[src/rtl/key_display_ctrl.sv]
// key_display_ctrl
//   Debounces key presses reported by the keypad scanner, keeps a two-digit
//   history (newest key on the right digit, previous key on the left) and
//   time-multiplexes both digits onto one active-low seven-segment bus.
//
// Ports
//   clk          system clock, rising edge
//   nrst         asynchronous active-low reset
//   key_d        hex code of the key reported by the scanner
//   key_held     high while the scanner reports a key held
//   key_accept   one-cycle pulse on the edge a press is committed
//   digit_new_q  most recently accepted key
//   digit_old_q  previously accepted key
//   seg_q        {g,f,e,d,c,b,a}, active-low
//   an_q         active-low anodes, [0] = new digit, [1] = old digit
//
// Optional build macro: KEY_DISPLAY_BLANK_EN
//   Adds a valid bit per digit; a digit never written shows blank.
//
// state        | meaning
// -------------+----------------------------------------------------
// ST_IDLE      | no key held, waiting for key_held
// ST_PRESS_WAIT| counting consecutive held samples of the same code
// ST_HELD      | press committed, key_d changes ignored
// ST_RELEASE_WAIT | counting consecutive released samples

module key_display_ctrl #(
  parameter int DEBOUNCE_CYCLES = 4,
  parameter int REFRESH_CYCLES  = 8
) (
  input  logic       clk,
  input  logic       nrst,
  input  logic [3:0] key_d,
  input  logic       key_held,
  output logic       key_accept,
  output logic [3:0] digit_new_q,
  output logic [3:0] digit_old_q,
  output logic [6:0] seg_q,
  output logic [1:0] an_q
);

  localparam int CW = $clog2(DEBOUNCE_CYCLES + 1);
  localparam int RW = (REFRESH_CYCLES > 2) ? $clog2(REFRESH_CYCLES) : 1;
  localparam logic [CW-1:0] DB_ONE  = CW'(1);
  localparam logic [CW-1:0] DB_LAST = CW'(DEBOUNCE_CYCLES - 1);
  localparam logic [RW-1:0] R_ONE   = RW'(1);
  localparam logic [RW-1:0] R_LAST  = RW'(REFRESH_CYCLES - 1);
`ifdef KEY_DISPLAY_BLANK_EN
  localparam logic [6:0] SEG_RST = 7'b1111111;
`else
  localparam logic [6:0] SEG_RST = 7'b1000000;
`endif

  typedef enum logic [1:0] {
    ST_IDLE,
    ST_PRESS_WAIT,
    ST_HELD,
    ST_RELEASE_WAIT
  } state_t;

  state_t          r_state;
  logic [CW-1:0]   r_cnt;
  logic [3:0]      r_cand;
  logic [RW-1:0]   r_rcnt;
  logic            r_sel;
  logic            w_commit;
  logic [6:0]      w_seg_next;
`ifdef KEY_DISPLAY_BLANK_EN
  logic            r_valid_new;
  logic            r_valid_old;
`endif

  function automatic logic [6:0] f_hex7(input logic [3:0] v);
    logic [6:0] s;
    case (v)
      4'h0: s = 7'b1000000;
      4'h1: s = 7'b1111001;
      4'h2: s = 7'b0100100;
      4'h3: s = 7'b0110000;
      4'h4: s = 7'b0011001;
      4'h5: s = 7'b0010010;
      4'h6: s = 7'b0000010;
      4'h7: s = 7'b1111000;
      4'h8: s = 7'b0000000;
      4'h9: s = 7'b0010000;
      4'hA: s = 7'b0001000;
      4'hB: s = 7'b0000011;
      4'hC: s = 7'b1000110;
      4'hD: s = 7'b0100001;
      4'hE: s = 7'b0000110;
      default: s = 7'b0001110;
    endcase
    return s;
  endfunction

  // In PRESS_WAIT the commit only fires when key_d==r_cand, so key_d is
  // the committed code in both the normal and the single-sample case.
  always_comb begin
    w_commit = 1'b0;
    if (key_held) begin
      if (r_state == ST_IDLE && DEBOUNCE_CYCLES == 1)
        w_commit = 1'b1;
      else if (r_state == ST_PRESS_WAIT && key_d == r_cand && r_cnt == DB_LAST)
        w_commit = 1'b1;
    end
  end

  always_ff @(posedge clk or negedge nrst) begin
    if (!nrst) begin
      r_state <= ST_IDLE;
      r_cnt   <= '0;
      r_cand  <= '0;
    end else begin
      case (r_state)
        ST_IDLE: begin
          if (key_held) begin
            r_cand <= key_d;
            if (DEBOUNCE_CYCLES == 1) begin
              r_state <= ST_HELD;
              r_cnt   <= '0;
            end else begin
              r_state <= ST_PRESS_WAIT;
              r_cnt   <= DB_ONE;
            end
          end
        end
        ST_PRESS_WAIT: begin
          if (!key_held) begin
            r_state <= ST_IDLE;
            r_cnt   <= '0;
          end else if (key_d != r_cand) begin
            r_cand <= key_d;
            r_cnt  <= DB_ONE;
          end else if (w_commit) begin
            r_state <= ST_HELD;
            r_cnt   <= '0;
          end else begin
            r_cnt <= r_cnt + DB_ONE;
          end
        end
        ST_HELD: begin
          if (!key_held) begin
            if (DEBOUNCE_CYCLES == 1) begin
              r_state <= ST_IDLE;
              r_cnt   <= '0;
            end else begin
              r_state <= ST_RELEASE_WAIT;
              r_cnt   <= DB_ONE;
            end
          end
        end
        ST_RELEASE_WAIT: begin
          if (key_held) begin
            r_state <= ST_HELD;
            r_cnt   <= '0;
          end else if (r_cnt == DB_LAST) begin
            r_state <= ST_IDLE;
            r_cnt   <= '0;
          end else begin
            r_cnt <= r_cnt + DB_ONE;
          end
        end
        default: begin
          r_state <= ST_IDLE;
          r_cnt   <= '0;
        end
      endcase
    end
  end

  always_ff @(posedge clk or negedge nrst) begin
    if (!nrst) begin
      key_accept  <= 1'b0;
      digit_new_q <= '0;
      digit_old_q <= '0;
`ifdef KEY_DISPLAY_BLANK_EN
      r_valid_new <= 1'b0;
      r_valid_old <= 1'b0;
`endif
    end else begin
      key_accept <= w_commit;
      if (w_commit) begin
        digit_old_q <= digit_new_q;
        digit_new_q <= key_d;
`ifdef KEY_DISPLAY_BLANK_EN
        r_valid_old <= r_valid_new;
        r_valid_new <= 1'b1;
`endif
      end
    end
  end

  always_comb begin
    w_seg_next = r_sel ? f_hex7(digit_old_q) : f_hex7(digit_new_q);
`ifdef KEY_DISPLAY_BLANK_EN
    if (r_sel ? !r_valid_old : !r_valid_new)
      w_seg_next = 7'b1111111;
`endif
  end

  // Anode and segment bus are registered from the current select so both
  // switch together one cycle after r_sel changes.
  always_ff @(posedge clk or negedge nrst) begin
    if (!nrst) begin
      r_rcnt <= '0;
      r_sel  <= 1'b0;
      an_q   <= 2'b10;
      seg_q  <= SEG_RST;
    end else begin
      if (r_rcnt == R_LAST) begin
        r_rcnt <= '0;
        r_sel  <= ~r_sel;
      end else begin
        r_rcnt <= r_rcnt + R_ONE;
      end
      an_q  <= r_sel ? 2'b01 : 2'b10;
      seg_q <= w_seg_next;
    end
  end

endmodule

[config.mk]
export PLATFORM = sky130hd
export DESIGN_NAME = key_display_ctrl
export DESIGN_NICKNAME = d
export VERILOG_FILES = /design/src/rtl/key_display_ctrl.sv
export SDC_FILE = /design/constraint.sdc
export NUM_CORES = 1
export LEC_CHECK = 0
export ABC_AREA = 1
export BUFFER_PORTS_ARGS = -buffer_cell sky130_fd_sc_hd__buf_2
export CORE_MARGIN = 1.5
export CORE_UTILIZATION = 57
export DETAILED_ROUTE_END_ITERATION = 12
export GPL_TIMING_DRIVEN = 0
export PLACE_DENSITY = 0.79
export SETUP_SLACK_MARGIN = 0.4
export SYNTH_ARGS = -nofsm -noshare
export SYNTH_HDL_FRONTEND = slang
export SYNTH_SLANG_ARGS = --single-unit
[constraint.sdc]
create_clock -name clk -period 2.1 [get_ports clk]
set_clock_uncertainty 0.2 [all_clocks]
set_input_delay 0.42 -clock clk [delete_from_list [all_inputs] [get_ports clk]]
set_output_delay 0.42 -clock clk [all_outputs]
set_load 0.02 [all_outputs]
# == Yosys cells after proc, flatten, opt, wreduce, memory -nomap -nowiden ==
# Memory sizes are Yosys's and may differ from the RTL's.
# Index checks and enable logic that the tools add are counted.
# word_totals
word_cells,61
mem_bits_ro,224
in_bits,7
out_inout_bits,18
ff_bits,31
n_memories,2
# mem_list
memory,words,word_bits,rd,rd_clocked_by_memory_dff,wr,line,text
(name not given),16,7,1,0,0,75,case (v)
(name not given),16,7,1,0,0,75,
# op_classes
bitwise_logic,1
addsub,2
n_mux,25
eq_ne,14
n_reduce_logical,7
# ops
op,count
two-way mux 3 bit,8
two-way mux 2 bit,8
two-way mux 4 bit,3
one-hot mux 3 bit (4 select lines),1
"!= test 3 bit, second input constant",3
one-hot mux 2 bit (4 select lines),1
one-hot mux 4 bit (2 select lines),1
two-way mux 7 bit,1
"adder 3 x 1 -> 3 bit, second input constant",2
"!= test 2 bit, second input constant",3
AND reduction 5 bit,1
"== test 2 bit, second input constant",2
== test 4 bit,1
!= test 4 bit,1
AND reduction 4 bit,1
"== test 3 x 2 -> 1 bit, second input constant",1
"== test 3 bit, second input constant",1
"== test 2 x 1 -> 1 bit, second input constant",1
logical AND 1 bit,2
zero test 2 bit,1
two-way mux 1 bit,2
"!= test 2 x 1 -> 1 bit, second input constant",1
AND reduction 2 bit,1
nonzero test 2 bit,1
NOT 1 bit,1

# == Depth between registers and ports, before layout ==
# Gate-level depths: netlist (run 1).
# logic_depth
ltp_word,9
mapped_depth,10

# == Worst setup path before layout (run 1) ==
# No wires, ideal clock.
# synth_timing
kind,flip-flop to flip-flop
from,register digit_new_q[1]
to,register seg_q[1]
setup_ns,0.101
arrival_ns,1.279
required_ns,1.799
synth_period_minus_slack_ns,1.579
stages_incl_launch_ff,5
slack_ns,0.521
path_cell_list,dfrtp_1 -> inv_1 -> ha_1 -> a21oi_1 -> o32ai_1
# synth_between
elab_chain_len,2
# synth_rtl
element,line,text
from (decl),36,"output logic [3:0] digit_new_q,"
from (signal assigned),184,digit_new_q <= key_d;
memory (16 x 7 bit),--,
two-way mux 7 bit,194,w_seg_next = r_sel ? f_hex7(digit_old_q) : f_hex7(digit_new_q);
named net w_seg_next[1],67,logic [6:0] w_seg_next;
to (signal assigned),217,seg_q <= w_seg_next;
to (decl),38,"output logic [6:0] seg_q,"
# The timed path passes the listed nets, and every way through them passes these cells.
# A chain may end at the register's enable or synchronous reset.

# == Final worst setup path (run 1) ==
# layout_timing
from,register an_q[1]
to,output port an_q[1]
# layout_lines
element,line,text
from (decl),39,output logic [1:0] an_q
from (signal assigned),216,an_q <= r_sel ? 2'b01 : 2'b10;
# No word-level cell between the ends.

==> results of run 1 <==
## metal layers
| metal | vias to the layer above | share of wire, % | GRT usage (%) |
|---|---|---|---|
| met5 | - | 0 | 0 |
| met4 | 0 | 1.5 | 7.79 |
| met3 | 7 | 4.5 | 5.46 |
| met2 | 38 | 44 | 32.2 |
| met1 | 687 | 50 | 29.6 |
| li1 | 780 | - | - |
## state kept, by name (all words and copies together) (netlist names), named ones only
name,flops
r_cnt,3
an_q,2
seg_q,7
key_accept,1
digit_old_q,4
r_state,1
r_sel,1
digit_new_q,4
r_rcnt,3
r_cand,4
## cells by family (layout without fill, tap and decap cells)
logic type / after synthesis / in the layout / share of synthesized area [%]
xor gates and xnor gates: 1 / 1 / 0.484
AOI/OAI and AO/OA: 47 / 47 / 15.7
and+or+nand+nor: 84 / 84 / 20.8
buffers and inverters: 37 / 74 / 8.29
DFF: 31 / 31 / 43.0
adders and majority gates: 17 / 17 / 11.7
## layout by cell type, fill, tap and decap left out, types with 8 or more instances in the layout
cell type,n
dfrtp_1,26
inv_2,8
o21ai_0,20
buf_2,27
o21ai_2,9
a21oi_1,9
nand2_1,51
inv_1,23
nand3_1,12
ha_1,15
## area by class of cell
cell class                 count  area, um2
buffer                         6       38.8
tap                           44       55.1
multi-input combinational    149        922
clock buffer                   6       51.3
timing repair buffer          29        160
fill                         240        867
clock inverter                 2       35.0
sequential                    31        782
inverter                      31        116
## power breakdown
group / switching, mW / internal [mW]
clock network: 0.198 / 0.281
registers: 0.0742 / 0.698
logic: 0.346 / 0.187
## what timing repair did
item                                    CTS  global route
hold endpoints to repair                 29             0
setup buffers                             0             4
gates resized for setup                   0            17
endpoints found under the setup margin    0            23
hold buffers                              1             0
## through the flow
stage	setup WS, ns	area [um2]
after floorplan	0.521	1810
after global placement	0.347	1990
after detailed placement	0.323	1990
after CTS	0.416	2080
after global routing	0.414	2160
final	0.486	2160
## worst paths after layout
kind / slack [ns] / to / cells past startpoint
max in group asynchronous: 0.78 / digit_old_q[1] / 2
worst max-delay path: 0.49 / an_q[1] / 1
worst min register to register: 0.18 / an_q[0] / 0
worst min-delay path: 0.14 / flip-flop / 3
min in group asynchronous: 0.45 / r_cnt[2] / 2
worst max register to register: 0.50 / digit_old_q[0] / 9
==> summary.txt, run 1 <==
Synth
  • Sequential area share after synthesis: a little over two fifths
  • Post-synth EDFFs: 0
  • Leading area contributor after synthesis: dfrtp_1
  • FF+latch count, synth: 31
  • Top FF cell, synth: dfrtp_1
  • Synthesized net count: around 240
  • Top cells by count, synth: nand2_1 (52), dfrtp_1 (29), inv_1 (25), o21ai_0 (21), ha_1 (17)
  • Largest cells by area after synthesis: dfrtp_1 (40%), ha_1 (12%), nand2_1 (11%)
  • Synthesized area per cell: roughly 8.3 um2
  • Synth warn: 0
  • Netlist cell types: 28
  • Most common cell in the synthesized netlist: nand2_1
  • Asr flop ratio synth: between 90% and 100%
  • Post-synthesis cell area: between 0.0015 and 0.002 mm2
  • Mapped Cells: between 200 and 250
  • Top cell type's share of synthesized area: 40.1%

Floorplan
  • Total core area: ~0.0030 mm2
  • I/O pin total: 25
  • Starting density of the core: 59.8%
  • Row count: 20
  • Die Y: ~60 um
  • Die area: 0.00352 mm2
  • Chip width: 59.4 um

Place
  • Final Wtd Congestion: about 0.88
  • Hpwl dp: about 2400 um
  • Placed insts: 285
  • Port bufs: 24

Worst setup path
  • Largest stage delay on the critical path: 0.52 ns
  • Critical Path RT: 1.48 ns
  • Worst setup EP type: output pin
  • Crit path max fanout: 1
  • CP Cell Sequence: buf_2
  • Critical path type: reg -> out
  • Critical Path AT: around 0.99 ns
  • Crit-path leading delay family: flip-flops
  • Critical path launch point type: flip-flop
  • CP startpoint: an_q[1]
  • Critical path buffer and inverter count: 1
  • CP max-delay cell: dfstp_2

Cells and area
  • Nets@finish: between 200 and 300
  • Layout cells sized above 1: around 30%
  • N_diodes: 0
  • Final core utilization: 71.4%
  • Area Overhead vs Synth: 19.4%
  • Final Instance Count excl. Fillers: ~300

Routing
  • Drt total wl: 3290 um
  • Antenna Nets Post-Route: 0
  • TritonRoute pass-1 iters: 4
  • DRC Markers: 0
  • DR WL/cell: 11.0 um
  • Vias post-DR: approximately 1500
  • Vias/cell: 5.07
  • Iter 0 DRT Violations: 47

Clocking
  • CTS sink cnt: 31
  • Clk Latency, worst-skew pair: around 0.33 ns
  • Clk root buf: clkbuf_4
  • H-tree levels: 2
  • CTS clk-pin slew, worst paths: roughly 0.10 ns
  • Maximum root-to-sink buffer count: 2
  • TritonCTS Buffers: 5
  • TritonCTS clock tree: done

Hold path
  • Min-Delay Path Class: in -> reg
  • Hold path start: key_held

Global routing
  • Grt ovf: 0
  • Largest net degree at the start of global routing: 32
  • First-pass GRT wire length: around 5700 um
  • Vias in the first global route: approximately 1400
  • Initial antenna violation count: 0
  • Global-route usage over all layers: about a fifth

STA
  • Hold Slack: approximately 0.14 ns
  • Sum Neg Setup Slack: 0 ns
  • RSZ-0062 raised after global routing: no
  • Slew Limit Fails: 0
  • Tcrit/Tclk final: about three quarters
  • Final setup violation count: 0
  • Max-slew headroom: between 50% and 60%
  • Max Freq: just over 600 MHz
  • Minimum clock period: approximately 1.6 ns
  • Final Hold Vio Count: 0
  • Worst Max-Slew Pin Slew: about 0.67 ns

Power
  • PwrDens: between 800 and 900 mW/mm2
  • Maximum vdd drop: 0.602 mV
  • Leakage: 1.14 nW
  • Final Power: 1.78 mW

Run
  • Max-cap violation count: 0

Status
  • Status: finished clean
No activity file was read; power rests on OpenSTA's default activity.
==> run 2: changes to the inputs <==
Settings changed: CORE_UTILIZATION 57 to 51, PLACE_DENSITY 0.79 to 0.75.
Clock period 2.1 ns to 1.35 ns, I/O delays scaled along.
==> summary.txt, run 2 (synthesis results as in run 1) <==
Power
  • Maximum vdd drop: 1.28 mV (+110%)
  • Sw Share: 37.3% (+2.7 points)
  • Cell-internal power: 2.13 mW (+82%)
  • Combinational power share: 40.3% (+10 points)
  • Clock share of power: 23.0% (-3.8 points)
  • Leakage: 1.35 nW (+19%)
  • PwrDens: 1170 mW/mm2 (+41%)
  • Net Sw Power: 1.27 mW (+100%)
  • Reg power frac: 36.7% (-6.6 points)

Routing
  • Antenna Nets Post-Route: 0 (unchanged)
  • Vias post-DR: 1809 (+20%)
  • TritonRoute pass-1 iters: 6 (+2)
  • DRC Markers: 0 (unchanged)
  • DR WL/cell: 16.7 um (+51%)
  • Max Used Layer: met4
  • Drt total wl: 5470 um (+66%)
  • Metal2 WL: 2750 um (+88%)
  • Iter 0 DRT Violations: 138 (+190%)
  • Vias/cell: 5.52 (+8.7%)
  • Metal1 wirelength: 2290 um (+41%)
  • Met3 WL: 279 um (+87%)

Cells and area
  • Biggest register: seg_q
  • N_diodes: 0 (unchanged)
  • Most common cell after layout, fill and taps aside: nand2_1
  • Max reg flops: 7 (unchanged)
  • Commonest cells after routing, fill and taps aside: nand2_1 (34), buf_6 (27), buf_4 (24), dfrtp_1 (22), o21ai_1 (15)
  • Area Overhead vs Synth: 60.7%
  • Nets@finish: 305 (+10%)
  • Layout cells sized above 1: 58.2% (+29 points)
  • Final core utilization: 86.5% (+15 points)

Clocking
  • CTS clk-pin slew, worst paths: 0.11 ns (about the same)
  • TritonCTS clock tree: done
  • CTS sink cnt: 31 (unchanged)
  • Clk root buf: clkbuf_4
  • Clk Latency, worst-skew pair: 0.36 ns (+0.03 ns)
  • TritonCTS Buffers: 5 (unchanged)
  • H-tree levels: 2 (unchanged)
  • Maximum root-to-sink buffer count: 2 (unchanged)

STA
  • RSZ-0062 raised after global routing: yes
  • Worst Max-Slew Pin Slew: 0.672 ns (+0.00618 ns)
  • Final Hold Vio Count: 33 (+33)
  • Tcrit/Tclk final: 125%
  • Setup ws final: -0.334 ns (-0.820 ns)
  • Max Freq: slightly below 600 MHz
  • Max-slew headroom: 55.2% (-0.41 points)
  • Slew Limit Fails: 0 (unchanged)
  • Minimum clock period: between 1.5 and 2 ns
  • Hold Slack: -0.264 ns (-0.402 ns)
  • Final setup violation count: 36 (+36)

Floorplan
  • Die Y: 62.6 um (+5.4%)
  • Chip width: 62.6 um (+5.4%)
  • Die area: 0.00392 mm2 (+11%)
  • I/O pin total: 25 (unchanged)
  • Total core area: 0.00336 mm2 (+11%)
  • Starting density of the core: 53.8% (-6.0 points)
  • Row count: 21 (+5.0%)

Worst setup path
  • Critical Path AT: 1.74 ns (+0.75 ns)
  • Critical path type: reg -> reg
  • Critical path launch point type: flip-flop
  • Worst setup EP type: flip-flop
  • Crit path max fanout: 5 (+4)
  • Critical Path RT: 1.41 ns (-0.07 ns)

Hold path
  • Min-Delay Path Class: in -> async

Place
  • Hpwl dp: 2420 um (+2.6%)
  • Final Wtd Congestion: 0.859 (-2.5%)
  • Port bufs: 24 (unchanged)

Global routing
  • First-pass GRT wire length: 6670 um (+17%)
  • Grt ovf: 0 (unchanged)
  • Initial antenna violation count: 0 (unchanged)
  • Largest net degree at the start of global routing: 32 (unchanged)
  • Global-route usage over all layers: 21.6% (+0.28 points)
  • Vias in the first global route: 1440 (+6.6%)

Status
  • Status: finished, violations left
  • Violated checks: hold timing, setup timing

Run
  • Max-cap violation count: 0 (unchanged)
## run 2: cell count changes in the layout (fill, tap and decap cells not counted), sizes merged
cell,delta
buf,+28
dlygate4sd3,-1
clkinv,+2
clkbuf,+1
inv,-2
## run 2: critical path: stages, from the launching register on
cell     delay, ns
dfrtp_1       0.41
inv_1         0.07
nand2_1       0.09
nand2_2       0.08
nor2_4        0.14
nand2_4       0.09
nor2_4        0.10
nand2_4       0.10
buf_4         0.17
nand2_2       0.07
o21ai_2       0.06
## run 2: final timing paths
path                             endpoint  slack [ns]  cells past startpoint       from
min                        digit_new_q[2]       -0.26                      1       nrst
max in group asynchronous  digit_old_q[2]        0.74                      1       nrst
min reg2reg                       an_q[0]        0.21                      0      r_sel
min in group clk           digit_new_q[0]       -0.03                      3   key_d[0]
max                        digit_new_q[2]       -0.33                     10  r_cand[1]
max reg2reg                digit_new_q[2]       -0.33                     10  r_cand[1]
## run 2: metrics by stage
step	setup slack, ns	cell area (um2)	setup TNS [ns]	cells	power [mW]
CTS	-0.205	2540	-3.97	315	3.00
global route	-0.404	2910	-9.11	328	3.57
floorplan	-0.108	1900	-0.901	217	1.82
detailed placement	-0.261	2070	-4.03	287	2.01
global placement	-0.256	2070	-3.87	287	2.00
finish	-0.334	2910	-6.82	328	3.39
## run 2: metal layers
metal  global-route usage [%]  up-vias
li1                         -      836
met1                     29.9      868
met2                     33.2       83
met3                     4.86       22
met4                     8.06        0
met5                        0        -
## run 2: power groups by stage
stage	sequential, mW	combinational [mW]	clock (mW)
after global routing	1.26	1.49	0.823
after CTS	1.21	1.03	0.762
after detailed placement	1.22	0.789	0
after global placement	1.22	0.779	0
final	1.25	1.37	0.780
after floorplan	1.27	0.554	0
## run 2: what timing repair did
item,CTS,global route
gates resized for setup,66,69
endpoints found under the hold margin,32,31
cloned,0,1
pin swaps,24,34
setup endpoints to repair,48,47
setup buffers,20,12
## run 2: layout make-up
type	count	area, um2
clock inverter	2	35.0
multi-input combinational	149	1210
timing repair buffer	57	557
fill	165	454
tap	46	57.6
sequential	31	787
inverter	31	144
clock buffer	6	51.3
buffer	6	63.8
==> run 3: changes to the inputs <==
Settings changed: CORE_UTILIZATION 51 to 45, PLACE_DENSITY 0.75 to 0.67.
==> summary.txt, run 3 (synthesis results as in run 1) <==
Cells and area
  • Commonest cells after routing, fill and taps aside: nand2_1 (29), buf_6 (25), dfrtp_1 (22), nand2_2 (21), buf_4 (18)
  • Max reg flops: 7 (unchanged)
  • Final Instance Area: 0.00279 mm2 (-4.0%)
  • Layout cells sized above 1: 56.0% (-2.1 points)
  • Most common cell after layout, fill and taps aside: nand2_1
  • Register area: 787 um2 (unchanged)
  • Fillers: 241 (+46%)
  • Area used by multi-input combinational logic: 0.00118 mm2 (-2.5%)
  • Area Overhead vs Synth: 54.3%
  • Nets@finish: 296 (-3.0%)
  • Final Instance Count excl. Fillers: 321 (-2.1%)
  • Final core utilization: 74.1% (-12 points)
  • Biggest register: seg_q
  • N_diodes: 0 (unchanged)

Worst setup path
  • Most frequent CP cell: nor2_4
  • Largest stage delay on the critical path: 0.43 ns (+0.02 ns)
  • Worst setup EP type: flip-flop
  • Critical Path RT: 1.32 ns (-0.09 ns)
  • Critical path type: reg -> reg
  • Crit path max fanout: 4 (-1)
  • CP max-delay cell: dfrtp_1
  • CP Cell Sequence: nor2_4 -> inv_2 -> nor2_4 -> inv_2 -> nor2_4 -> nand2_4 -> buf_6 -> nand2_2 -> o21ai_2
  • Critical Path AT: 1.60 ns (-0.14 ns)
  • Critical path launch point type: flip-flop

Routing
  • Antenna Nets Post-Route: 0 (unchanged)
  • Drt total wl: 4340 um (-21%)
  • Vias post-DR: 1656 (-8.5%)
  • DRC Markers: 0 (unchanged)
  • Vias/cell: 5.16 (-6.5%)
  • DR WL/cell: 13.5 um (-19%)
  • Iter 0 DRT Violations: 120 (-13%)
  • TritonRoute pass-1 iters: 4 (-2)

Global routing
  • First-pass GRT wire length: 6690 um (+0.21%)
  • Vias in the first global route: 1548 (+7.5%)
  • Largest net degree at the start of global routing: 32 (unchanged)
  • Initial antenna violation count: 0 (unchanged)
  • Grt ovf: 0 (unchanged)
  • Global-route usage over all layers: 20.0% (-1.7 points)

Clocking
  • TritonCTS clock tree: done
  • TritonCTS Buffers: 5 (unchanged)
  • Maximum root-to-sink buffer count: 2 (unchanged)
  • CTS clk-pin slew, worst paths: 0.07 ns (-0.04 ns)
  • CTS sink cnt: 31 (unchanged)
  • Clk root buf: clkbuf_8
  • H-tree levels: 2 (unchanged)
  • Clk Latency, worst-skew pair: 0.28 ns (-0.08 ns)

Place
  • Area after DPL: 0.00208 mm2 (+0.12%)
  • Hpwl dp: 2530 um (+4.5%)
  • Placed insts: 289 (+0.70%)
  • Place WS: -0.284 ns (-0.0232 ns)
  • Port bufs: 24 (unchanged)
  • Final Wtd Congestion: 0.838 (-2.5%)

STA
  • Slew Limit Fails: 0 (unchanged)
  • Max Freq: 613 MHz (+3.1%)
  • Final Hold Vio Count: 29 (-12%)
  • Hold Slack: -0.180 ns (+0.0839 ns)
  • Sum Neg Setup Slack: -5.03 ns (+1.79 ns)
  • Final setup violation count: 31 (-14%)
  • Setup ws final: -0.283 ns (+0.0512 ns)
  • Minimum clock period: 1.63 ns (-0.0512 ns)
  • RSZ-0062 raised after global routing: yes
  • Tcrit/Tclk final: 121% (-3.8 points)
  • Worst Max-Slew Pin Slew: 0.671 ns (-0.000564 ns)
  • Max-slew headroom: 55.3% (about the same)

Hold path
  • Min-Delay Path Class: in -> async

Floorplan
  • Row count: 22 (+4.8%)
  • Total core area: 0.00377 mm2 (+12%)
  • Starting density of the core: 48.0% (-5.8 points)
  • Chip width: 66.4 um (+6.2%)
  • Die area: 0.00441 mm2 (+13%)
  • Die Y: 66.4 um (+6.2%)
  • I/O pin total: 25 (unchanged)

Power
  • Leakage: 1.29 nW (-4.8%)
  • Maximum vdd drop: 0.975 mV (-24%)
  • Final Power: 3.21 mW (-5.3%)
  • PwrDens: 1150 mW/mm2 (-1.4%)

Run
  • Max-cap violation count: 0 (unchanged)

Status
  • Violated checks: hold timing, setup timing
  • Status: finished, violations left
run 3: changes by cell type in the layout (fill, tap and decap cells not counted), moves of 3 or more:
| cell | previous run | this run |
|---|---|---|
| o21ai_2 | 11 | 8 |
| nand2_1 | 34 | 29 |
| a21oi_2 | 6 | 2 |
| a21oi_1 | 3 | 6 |
| nand2_2 | 10 | 21 |
| o21ai_0 | 4 | 9 |
| clkbuf_4 | 6 | 0 |
| buf_4 | 24 | 18 |
| nand2_4 | 10 | 4 |
| clkbuf_8 | 2 | 6 |
run 3: cell type report:
type	instances	area share [%]
Sequential cell	31	28.2
Timing Repair Buffer	48	17.2
Clock inverter	1	0.179
Clock buffer	7	3.09
Tap cell	48	2.15
Buffer	6	1.79
Multi-Input combinational cell	149	42.4
Inverter	31	5.06
run 3: path summary, 6_finish.rpt:
path | start | endpoint | slack [ns] | cells after the start
min in group clk | key_d[3] | digit_new_q[3] | 0.05 | 3
max in group asynchronous | nrst | digit_old_q[0] | 0.65 | 1
hold / removal | nrst | r_state[0] | -0.18 | 1
setup reg to reg | flip-flop | digit_old_q[2] | -0.28 | 9
hold reg to reg | r_sel | an_q[0] | 0.18 | 0
setup / recovery | flip-flop | digit_old_q[2] | -0.28 | 9
run 3: where the power goes:
group	total, mW	switching, mW	internal (mW)
Combinational	1.22	0.701	0.522
Clock	0.746	0.335	0.411
Sequential	1.24	0.151	1.09
run 3: critical path: cells and delay by family, from the launching register on:
family	cells	cell delay [ns]
compound gates	1	0.05
buf+inv	3	0.30
flops	1	0.43
simple gates	5	0.56
run 3: layer usage:
| layer | wire [um] | track usage [%] | vias to the layer above | part of all wire (%) |
|---|---|---|---|---|
| met5 | 0 | 0 | - | 0 |
| met4 | 81 | 9.69 | 0 | 1.9 |
| met3 | 210 | 4.26 | 9 | 4.8 |
| met2 | 2100 | 31.1 | 57 | 48 |
| met1 | 1940 | 26.2 | 776 | 45 |
| li1 | - | - | 814 | - |
run 3: what timing repair did:
action / CTS / global route
setup buffers: 17 / 6
endpoints found under the setup margin: 48 / 47
resized for setup: 76 / 43
gates cloned: 1 / 0
pin swaps: 19 / 23
hold endpoints to repair: 29 / 29
